==> config.mk <==
export PLATFORM = sky130hd
export DESIGN_NAME = qe_m
export DESIGN_NICKNAME = d
export VERILOG_FILES = /design/src/rtl/qe_m.sv
export SDC_FILE = /design/constraint.sdc
export NUM_CORES = 1
export LEC_CHECK = 0
export BUFFER_PORTS_ARGS = -buffer_cell sky130_fd_sc_hd__buf_2
export CAP_MARGIN = 15
export CORE_MARGIN = 8
export CORE_UTILIZATION = 35
export DETAILED_ROUTE_END_ITERATION = 6
export HOLD_SLACK_MARGIN = 0.05
export SYNTH_ARGS = -nofsm -noshare
export SYNTH_HDL_FRONTEND = slang
export SYNTH_SLANG_ARGS = --single-unit
==> constraint.sdc <==
create_clock -name clk -period 13.8 [get_ports clk]
set_clock_uncertainty 0.15 [all_clocks]
set_input_delay 2.07 -clock clk [delete_from_list [all_inputs] [get_ports clk]]
set_output_delay 2.07 -clock clk [all_outputs]
set_load 0.01 [all_outputs]
==> src/rtl/qe_m.sv <==
// qe_m: two-stage quadratic evaluator / multiply-accumulate datapath.
// Stage 1 forms the partial products a*x and b*x. Stage 2 either finishes
// a*x*x + b*x + c, or adds a*x into the running accumulator.
// Every sum wraps modulo 2^16, and all outputs come straight from flops.
module qe_m (
    input  logic        clk,
    input  logic        reset,
    input  logic [7:0]  in_a,
    input  logic [7:0]  in_b,
    input  logic [7:0]  in_c,
    input  logic [7:0]  in_x,
    input  logic        mode,
    input  logic        valid_in,
    input  logic        last_input,
    output logic        valid_out,
    output logic [15:0] result
);

    // Stage 1 state
    logic [15:0] ax_q, ax_d;
    logic [15:0] bx_q, bx_d;
    logic [7:0]  x_q;
    logic [7:0]  c_q;
    logic        mode_q;
    logic        last_q;
    logic        v1_q;

    // Stage 2 state
    logic [15:0] acc_q, acc_d;
    logic [15:0] result_q, result_d;
    logic        valid_out_q, valid_out_d;

    // Stage 2 arithmetic helpers
    logic [15:0] axx_s;
    logic [15:0] quad_sum_s;
    logic [15:0] mac_sum_s;

    // Full-width 8x8 partial products for stage 1
    always_comb begin
        ax_d = {8'd0, in_a} * {8'd0, in_x};
        bx_d = {8'd0, in_b} * {8'd0, in_x};
    end

    // Stage 1 pipeline register; the valid bit gates everything downstream
    always_ff @(posedge clk or negedge reset) begin
        if (!reset) begin
            ax_q   <= 16'd0;
            bx_q   <= 16'd0;
            x_q    <= 8'd0;
            c_q    <= 8'd0;
            mode_q <= 1'b0;
            last_q <= 1'b0;
            v1_q   <= 1'b0;
        end else begin
            ax_q   <= ax_d;
            bx_q   <= bx_d;
            x_q    <= in_x;
            c_q    <= in_c;
            mode_q <= mode;
            last_q <= last_input;
            v1_q   <= valid_in;
        end
    end

    // Stage 2 sums; the 16-bit product of (a*x)*x is already the mod-2^16 value
    always_comb begin
        axx_s      = ax_q * {8'd0, x_q};
        quad_sum_s = axx_s + bx_q + {8'd0, c_q};
        mac_sum_s  = acc_q + ax_q;
    end

    // Stage 2 next state. A MAC sample shows its new sum on result and
    // pulses valid_out only on the last sample. The last sample also clears
    // the accumulator. A quadratic sample leaves the accumulator untouched,
    // and an invalid sample holds result.
    always_comb begin
        acc_d       = acc_q;
        result_d    = result_q;
        valid_out_d = 1'b0;
        if (v1_q) begin
            if (mode_q) begin
                result_d    = mac_sum_s;
                valid_out_d = last_q;
                if (last_q) begin
                    acc_d = 16'd0;
                end else begin
                    acc_d = mac_sum_s;
                end
            end else begin
                result_d    = quad_sum_s;
                acc_d       = acc_q;
                valid_out_d = 1'b1;
            end
        end else begin
            acc_d       = acc_q;
            result_d    = result_q;
            valid_out_d = 1'b0;
        end
    end

    // Stage 2 register: accumulator and registered outputs
    always_ff @(posedge clk or negedge reset) begin
        if (!reset) begin
            acc_q       <= 16'd0;
            result_q    <= 16'd0;
            valid_out_q <= 1'b0;
        end else begin
            acc_q       <= acc_d;
            result_q    <= result_d;
            valid_out_q <= valid_out_d;
        end
    end

    assign result    = result_q;
    assign valid_out = valid_out_q;

endmodule

==> run_results.csv, run 1 <==
group,metric,value,unit
run_status,status,"completed",
synthesis,seq_area_frac_synth,19.6,%
synthesis,avgSynthCellArea,9.56,um^2
place,io_buffer_count,53,
layout,mostFrequentLayoutCells,"185 x inv_1, 152 x fa_1, 126 x and2_1",
layout,seqCellArea,2100,um^2
critical_path,cp-start-kind,"flip-flop",
layout,final_common_cell,"inv_1",
grt,grt_pass1_wl,40300,um
worst_hold_path,whs_endpoint,"result[3]",
floorplanning,pin_count,54,
detailed_routing,drtIter0Drc,296,
critical_path,cp_max_fo,16,
clocking,ctsHoldBuffers,0,
layout,final_cells,1563,
floorplanning,start_util,35.3,%
grt,antenna_found_initial,0,
job,maxCapViolations,0,
detailed_routing,avgViaCountPerCell,4.75,
floorplanning,rows,64,
timing,final-setup-viol-count,0,
clocking,post_cts_buffers,0,
floorplanning,die_height,191,um
grt,overflow,0,
timing,final_max_slew_viol_count,0,
layout,num_antenna_cells,0,
floorplanning,die_w,191,um
layout,multiInputGateArea,7840,um^2
critical_path,regToRegEndpoint,"result[15]",
synthesis,synth_edf_count,0,
layout,drive_gt1_share,6.77,%
worst_hold_path,min_from,"result[3]",
timing,fmax,0.171,GHz
clocking,cts_tree,"yes",
critical_path,cp.arrival,5.96,ns
synthesis,synth_nets,1436,
synthesis,synth_async_sr_flop_share,100,%
grt,grt_max_degree,47,
detailed_routing,vias,7432,
worst_hold_path,worstHoldPathType,"reg2reg",
synthesis,ys.flop_type,"dfrtp_1",
synthesis,yosys_warnings,0,
floorplanning,die_area,36500,um^2
timing,max_slew_margin,56.5,%
timing,finalCriticalPeriod,5.85,ns
clocking,cts_buffers,9,
detailed_routing,post-route-drc-count,0,
timing,grt_setup_unrepaired,"false",
clocking,cts_buffer_depth,2,
timing,tns,0,ns
layout,syn_to_final_growth,9.56,%
critical_path,cp_data_required_time,13.92,ns
detailed_routing,drtPass1Iterations,4,
place,dp_cells,1549,
grt,grt_pass1_vias,8158,
synthesis,postSynthCellCount,1123,
synthesis,yosysUniqueCellTypes,42,
detailed_routing,wl,23100,um
clocking,clkLatencyLatePin,0.35,ns
timing,timing.hold.ws,0.363,ns
layout,fill_cells,3093,
clocking,cts.sinks,84,
critical_path,rrSetupSlack,7.95,ns
layout,fin_nets,1477,
place,hpwl,18700,um
critical_path,r2r_start,"x_q[0]",
clocking,cts.htree.levels,3,
timing,fin_crit_sh,42.4,%
critical_path,critPathKind,"reg2reg",
place,gp_congestion,0.845,
grt,grt_usage,13.5,%
timing,worst_pin_slew,0.653,ns
critical_path,rr_worst_depth,20,
detailed_routing,drt-wirelength-per-cell,14.8,um
detailed_routing,final_antenna_net_count,0,
clocking,ctsRootBufferMaster,"clkbuf_16",
worst_hold_path,hold_depth,1,
floorplanning,core-area,30400,um^2
timing,hold_violations,0,
clocking,cts_resized,0,
critical_path,endpoint_kind,"flip-flop",
synthesis,synth_area,10700,um^2
clocking,clk_pin_slew,0.06,ns
synthesis,synth_seq_cells,84,
synth_stat cells, types with 2 or more instances:
library cell    n  area, um^2
a21oi_1        52         260
a211oi_1        9        67.6
dfrtp_1        84        2100
a22o_1         14         123
or3_1           7        43.8
o31ai_1         3        22.5
o311a_1         2        20.0
a41oi_1         3        26.3
o21ai_1         7        35.0
a21o_1          7        52.6
inv_1         185         694
nand3_1        10        50.1
clkbuf_1       25        93.8
o21bai_1        2        15.0
o21ai_0        12        60.1
or2_2           4        25.0
mux2_2          2        22.5
o21a_1          3        22.5
nand2b_1        3        18.8
a21boi_1        5        37.5
a2111oi_4       2        55.1
xor2_1         14         123
fa_1          152        3040
nor2b_1         9        56.3
mux2i_1         5        50.1
nor2_1         43         161
a31oi_1         7        43.8
nand2_1       122         458
ha_1          124        1550
or2_1           2        12.5
and2_1        126         788
or3b_1          2        17.5
xnor2_1        46         403
nor3_1         17        85.1
and3_1          6        37.5
layer usage:
metal  up-vias  share of wire (%)  GRT usage, %
met1      3691                 50          18.4
met4         0                1.0          3.02
met2       102                 46          22.3
li1       3623                  -             -
met3        16                3.0          1.99
met5         -                  0             0
per-stage QoR:
stage               setup slack [ns]  utilization, %  instance area [um^2]
floorplan                       8.00               -                 10700
global placement                7.79            37.5                 11400
detailed placement              7.67            37.5                 11400
CTS                             7.92            38.7                 11800
global route                    7.65            38.7                 11800
finish                          7.95            38.7                 11800
state kept, by name, summed over array words and instances (netlist names):
signal     count
ax_q          16
result        16
c_q            8
bx_q          16
acc_q         16
v1_q           1
x_q            8
last_q         1
mode_q         1
valid_out      1
worst max-delay path by stage:
| stage | startpoint | end | slack (ns) | cells past startpoint |
|---|---|---|---|---|
| 3_5_place_dp | in_x[2] | ax_q[13] | 7.67 | 15 |
| 6_report | x_q[0] | result[15] | 7.95 | 20 |
| 2_1_floorplan | in_x[2] | ax_q[13] | 8.00 | 15 |
| 5_1_grt | x_q[0] | result[15] | 7.65 | 20 |
| 4_1_cts | x_q[0] | result[15] | 7.92 | 20 |
| 3_3_place_gp | in_x[2] | ax_q[13] | 7.79 | 15 |
kinds of logic after synthesis:
family                     count (synthesis)  synth area share, %
adders and majority gates                276                 42.8
and+or+nand+nor                          353                 16.5
buffers and inverters                    211                 7.38
xor gates and xnor gates                  60                 4.90
AOI/OAI and AO/OA                        132                 8.19
DFF                                       84                 19.6
muxes                                      7                0.676
cell type report:
class / count / share of cell area (%)
Clock buffer: 10 / 2.03
Clock inverter: 4 / 0.840
Inverter: 185 / 5.90
Multi-Input combinational cell: 828 / 66.7
Sequential cell: 84 / 17.9
Tap cell: 396 / 4.21
Timing Repair Buffer: 56 / 2.47
critical path, stage by stage (launching register included):
cell and delay [ns]:
dfrtp_1 0.69, nand2_1 0.15, fa_1 0.52, inv_1 0.05
fa_1 0.50, inv_1 0.06, fa_1 0.53, inv_1 0.05
fa_1 0.47, inv_1 0.05, fa_1 0.47, inv_1 0.04
ha_1 0.32, or3_1 0.12, o21ai_0 0.11, or3b_1 0.44
a31oi_1 0.26, nand3_1 0.16, nand3_1 0.10, or3b_1 0.37
a31oi_1 0.17
Power of run 1 is not shown: default switching activity piles up to over one toggle a cycle in this logic, so the estimate is an artifact.
==> run 2: changes to the inputs <==
--- a/config.mk
+++ b/config.mk
@@ -5,6 +5,7 @@
 export SDC_FILE = /design/constraint.sdc
 export NUM_CORES = 1
 export LEC_CHECK = 0
+export ABC_AREA = 1
 export BUFFER_PORTS_ARGS = -buffer_cell sky130_fd_sc_hd__buf_2
 export CAP_MARGIN = 15
 export CORE_MARGIN = 8
==> constraint.sdc (replaced) <==
create_clock -name clk -period 5.5 [get_ports clk]
set_clock_uncertainty 0.15 [all_clocks]
set_input_delay 0.825 -clock clk [delete_from_list [all_inputs] [get_ports clk]]
set_output_delay 0.825 -clock clk [all_outputs]
set_load 0.01 [all_outputs]
==> run 2 against run 1 <==
  * Sequential cell count did not move
  * Via count rose by 17%
  * Register-to-register slack lost 7.5 ns
  * Core utilization shrank 0.50 points
  * Count of clock-buffer cells in the layout did not move
  * Fmax is 15% higher
  * Design area is 4.5% higher
  * Non-clock buffer count up 3
  * Global-route usage is 1.1 points higher
  * Worst hold slack worse by 0.073 ns
  * Final cell count is 19% higher
  * Critical path depth is 1 higher
  * Largest cell class unchanged
==> run_results.csv, run 2 <==
group,metric,value,unit
timing,finalCriticalPeriod,5.09,ns
clocking,cts_buffer_depth,2,
timing,final_max_slew_viol_count,0,
synthesis,synth_seq_cells,84,
clocking,cts_resized,0,
synthesis,synth_area,11300,um^2
worst_hold_path,worstHoldPathType,"in2async",
layout,final_common_cell,"nand2_1",
detailed_routing,wl,26600,um
clocking,cts_buffers,9,
synthesis,synth_most_common_cell,"nand2_1",
floorplanning,core-area,32200,um^2
critical_path,cp-start-kind,"flip-flop",
layout,syn_to_final_growth,8.32,%
synthesis,avgSynthCellArea,7.90,um^2
clocking,clk_pin_slew,0.07,ns
critical_path,rrSetupSlack,0.41,ns
synthesis,yosys_warnings,0,
floorplanning,die_height,196,um
detailed_routing,drt-wirelength-per-cell,14.3,um
synthesis,seq_area_frac_synth,18.5,%
detailed_routing,drtIter0Drc,555,
detailed_routing,vias,8714,
floorplanning,pin_count,54,
critical_path,regToRegEndpoint,"result[15]",
job,maxCapViolations,0,
detailed_routing,avgViaCountPerCell,4.69,
layout,fin_nets,1759,
critical_path,cp_data_required_time,5.60,ns
place,io_buffer_count,53,
synthesis,ys.flop_type,"dfrtp_1",
critical_path,r2r_start,"ax_q[6]",
synthesis,synth.top_cell.area_share,26.8,%
timing,worst_pin_slew,0.699,ns
synthesis,synth_async_sr_flop_share,100,%
timing,max_slew_margin,53.3,%
grt,overflow,0,
timing,tns,0,ns
layout,num_antenna_cells,0,
synthesis,synth.largest_area_cell,"fa_1",
clocking,ctsRootBufferMaster,"clkbuf_16",
critical_path,cp.arrival,5.18,ns
clocking,clkLatencyLatePin,0.35,ns
timing,hold_violations,0,
place,gp_congestion,0.849,
place,hpwl,21900,um
clocking,cts.htree.levels,3,
synthesis,synth_edf_count,0,
synthesis,postSynthCellCount,1436,
grt,grt_pass1_vias,9119,
detailed_routing,post-route-drc-count,0,
timing,fin_crit_sh,92.5,%
floorplanning,die_area,38400,um^2
critical_path,cp_max_fo,9,
floorplanning,start_util,35.2,%
synthesis,yosys-top-cells-area,"fa_1 27%, dfrtp_1 19%, ha_1 14%",
timing,fmax,0.197,GHz
timing,grt_setup_unrepaired,"false",
clocking,cts.sinks,84,
grt,grt_pass1_wl,45800,um
critical_path,rr_worst_depth,21,
synthesis,synth_nets,1749,
detailed_routing,final_antenna_net_count,0,
layout,final_core_util,38.2,%
floorplanning,die_w,196,um
grt,grt_max_degree,46,
layout,drive_gt1_share,6.20,%
grt,antenna_found_initial,0,
clocking,post_cts_buffers,0,
detailed_routing,drtPass1Iterations,5,
run_status,status,"completed",
critical_path,critPathKind,"reg2reg",
timing,final-setup-viol-count,0,
synthesis,yosysUniqueCellTypes,38,
layout,mostFrequentLayoutCells,"381 x nand2_1, 353 x inv_1, 152 x fa_1",
synthesis,synthTopCellsByCount,"381 x nand2_1, 353 x inv_1, 152 x fa_1",
floorplanning,rows,66,
critical_path,endpoint_kind,"flip-flop",
clocking,ctsHoldBuffers,0,
clocking,cts_tree,"yes",
grt,grt_usage,14.6,%
## run 2: layer usage
metal	up-vias	routed length, um	GRT usage [%]
met3	16	1030	1.88
met2	173	12300	24.7
met1	4246	12900	19.8
met5	-	0	0
li1	4279	-	-
met4	0	301	2.84
## run 2: worst max path at each step
stage / slack [ns] / depth (start not counted) / startpoint / to
after floorplan: 0.56 / 19 / in_x[2] / ax_q[14]
after global placement: 0.55 / 19 / x_q[2] / result[11]
after detailed placement: 0.46 / 21 / ax_q[6] / result[15]
after CTS: 0.46 / 21 / ax_q[6] / result[15]
after global routing: 0.09 / 21 / ax_q[6] / result[15]
final: 0.41 / 21 / ax_q[6] / result[15]
## run 2: stage by stage
| step | worst slack [ns] | std cells | hold slack [ns] | instance area, um^2 |
|---|---|---|---|---|
| 2_1_floorplan | 0.556 | 1436 | 0.303 | 11300 |
| 6_report | 0.412 | 1859 | 0.290 | 12300 |
| 5_1_grt | 0.0917 | 1859 | 0.338 | 12300 |
| 4_1_cts | 0.456 | 1859 | 0.310 | 12300 |
| 3_3_place_gp | 0.552 | 1843 | 0.308 | 11900 |
| 3_5_place_dp | 0.463 | 1843 | 0.316 | 11900 |
## run 2: cells by family after synthesis
family                   synth area share [%]
AND/OR/NAND/NOR                          17.7
buffers and inverters                    13.9
XOR/XNOR                                 3.17
adder cells (fa/ha/maj)                  40.5
flip-flops                               18.5
multiplexers                           0.0882
AO/OA/AOI/OAI                            6.17
## run 2: worst max-delay path: stages, from the launching register on
cell	delay (ns)
dfrtp_1	0.59
nand2_1	0.13
fa_1	0.52
inv_1	0.05
fa_1	0.51
inv_1	0.06
fa_1	0.53
inv_1	0.05
fa_1	0.47
inv_1	0.05
fa_1	0.47
inv_1	0.04
ha_1	0.33
nand2_1	0.10
o21ai_0	0.17
a21oi_1	0.08
o21ai_0	0.31
inv_1	0.08
nand3_1	0.09
nand3_1	0.08
nand3_1	0.08
nand2_1	0.06
## run 2: area by class of cell
cell class	instances	area, um^2
Timing Repair Buffer	59	313
Clock inverter	6	118
Tap cell	408	510
Fill cell	3352	19900
Sequential cell	84	2100
Multi-Input combinational cell	936	7670
Inverter	356	1340
Clock buffer	10	239
Power of run 2 is left out for the same reason.
==> run 3: changes to the inputs <==
--- a/config.mk
+++ b/config.mk
@@ -11,6 +11,7 @@
 export CORE_MARGIN = 8
 export CORE_UTILIZATION = 35
 export DETAILED_ROUTE_END_ITERATION = 6
+export GPL_ROUTABILITY_DRIVEN = 0
 export HOLD_SLACK_MARGIN = 0.05
 export SYNTH_ARGS = -nofsm -noshare
 export SYNTH_HDL_FRONTEND = slang
==> constraint.sdc (replaced) <==
create_clock -name clk -period 5.5 [get_ports clk]
set_clock_uncertainty 0.15 [all_clocks]
set_input_delay 0.55 -clock clk [delete_from_list [all_inputs] [get_ports clk]]
set_output_delay 0.55 -clock clk [all_outputs]
set_load 0.01 [all_outputs]
==> run 3 against run 2 <==
  * Non-clock buffer count is 2 higher
  * Setup slack better by 0.068 ns
  * Fmax is 1.4% higher
  * Global-route usage hardly changed
  * Worst hold slack worse by 0.26 ns
  * Final cell count is 0.11% higher
  * Critical path type unchanged
  * Critical endpoint is now result[11]
  * Largest cell class unchanged
==> run_results.csv, run 3 (synthesis results as in run 2) <==
group,metric,value,unit
run_status,status,"completed",
timing,hold_violations,0,
floorplanning,pin_count,54,
place,dp_cells,1845,
detailed_routing,drt-wirelength-per-cell,14.3,um
detailed_routing,vias,8653,
place,hpwl,21900,um
critical_path,cp_data_required_time,5.59,ns
layout,final_common_cell,"nand2_1",
place,dpl_worst_slack,0.491,ns
timing,fin_crit_sh,91.3,%
floorplanning,die_area,38400,um^2
critical_path,path_cells,"nand2_1 -> fa_1 -> fa_1 -> inv_1 -> fa_1 -> fa_1 -> inv_1 -> fa_1 -> inv_1 -> ha_1 -> nand2_1 -> o21ai_0 -> a21o_1 -> nand2_1 -> nand2_1 -> xnor2_1 -> nand2_1 -> nand3_1 -> nand2_1",
layout,syn_to_final_growth,7.84,%
timing,tns,0,ns
clocking,ctsRootBufferMaster,"clkbuf_16",
timing,finalCriticalPeriod,5.02,ns
critical_path,endpoint_kind,"flip-flop",
detailed_routing,drtIter0Drc,513,
clocking,post_cts_buffers,0,
timing,final-setup-viol-count,0,
timing,grt_setup_unrepaired,"false",
clocking,clkLatencyLatePin,0.36,ns
timing,final_max_slew_viol_count,0,
layout,fin_nets,1761,
critical_path,crit_top_cell,"nand2_1",
detailed_routing,final_antenna_net_count,0,
clocking,cts_buffers,9,
timing,max_slew_margin,50.8,%
detailed_routing,avgViaCountPerCell,4.65,
floorplanning,rows,66,
timing,fmax,0.199,GHz
detailed_routing,drtPass1Iterations,5,
clocking,clk_pin_slew,0.07,ns
clocking,cts_tree,"yes",
critical_path,cp.arrival,5.11,ns
timing,layout_setup_ws,0.480,ns
job,maxCapViolations,0,
place,io_buffer_count,53,
floorplanning,core-area,32200,um^2
critical_path,crit_buf_inv,3,
clocking,ctsHoldBuffers,0,
timing,worst_pin_slew,0.737,ns
worst_hold_path,worstHoldPathType,"in2async",
critical_path,cp_max_fo,16,
floorplanning,die_w,196,um
clocking,cts_resized,0,
critical_path,cp-start-kind,"flip-flop",
layout,fill_cells,3320,
detailed_routing,wl,26600,um
critical_path,r2r_start,"x_q[2]",
critical_path,critPathKind,"reg2reg",
grt,grt_pass1_vias,8900,
layout,drive_gt1_share,6.33,%
critical_path,worst_path_dominant_cell_family,"adder cells",
critical_path,cp_slowest_cell,"dfrtp_1",
clocking,cts_buffer_depth,2,
floorplanning,die_height,196,um
layout,mostFrequentLayoutCells,"381 x nand2_1, 353 x inv_1, 152 x fa_1",
clocking,cts.sinks,84,
detailed_routing,post-route-drc-count,0,
layout,final_cells,1861,
grt,grt_usage,14.6,%
critical_path,worstSetupStartpoint,"x_q[2]",
floorplanning,start_util,35.2,%
clocking,cts.htree.levels,3,
layout,num_antenna_cells,0,
grt,antenna_found_initial,0,
grt,grt_pass1_wl,45400,um
grt,grt_max_degree,45,
grt,overflow,0,
critical_path,cp_slowest_stage_delay,0.70,ns
==> run 3: cell types whose count changed in the layout (fill, tap and decap cells not counted) <==
cell | before | now
clkinvlp_4 | 1 | 0
inv_8 | 1 | 2
bufinv_16 | 3 | 0
clkbuf_8 | 1 | 0
inv_6 | 1 | 4
buf_4 | 7 | 9
clkinv_2 | 0 | 1
==> run 3: path summary, 6_finish.rpt <==
path                              end  depth (start not counted)  slack (ns)
setup / recovery           result[11]                         19        0.48
hold / removal                 c_q[5]                          1        0.03
setup reg to reg           result[11]                         19        0.48
hold reg to reg             result[6]                          2        0.33
max in group asynchronous      x_q[6]                          2        4.21
min in group clk               mode_q                          1        0.15
==> run 3: metrics by stage <==
stage | area, um^2 | hold WS (ns) | utilization [%]
after global placement | 11900 | 0.312 | 37.1
final | 12200 | 0.0338 | 38.0
after floorplan | 11300 | 0.104 | -
after global routing | 12200 | 0.0748 | 38.0
after detailed placement | 11900 | 0.314 | 37.1
after CTS | 12200 | 0.0575 | 38.0
==> run 3: routing by layer <==
metal | track usage, % | share of wire [%] | routed length (um) | up-vias
met1 | 20.3 | 49 | 13000 | 4150
met3 | 1.97 | 4.5 | 1200 | 17
li1 | - | - | - | 4292
met2 | 23.8 | 45 | 12000 | 194
met4 | 3.03 | 1.3 | 342 | 0
met5 | 0 | 0 | 0 | -
==> run 3: layout make-up <==
class	count	area, um^2	area share (%)
clock inverter	7	62.6	0.511
clock buffer	9	225	1.84
sequential	84	2100	17.2
multi-input combinational	936	7670	62.7
tap	408	510	4.17
timing repair buffer	61	328	2.68
inverter	356	1340	10.9
Power of run 3 is left out for the same reason.
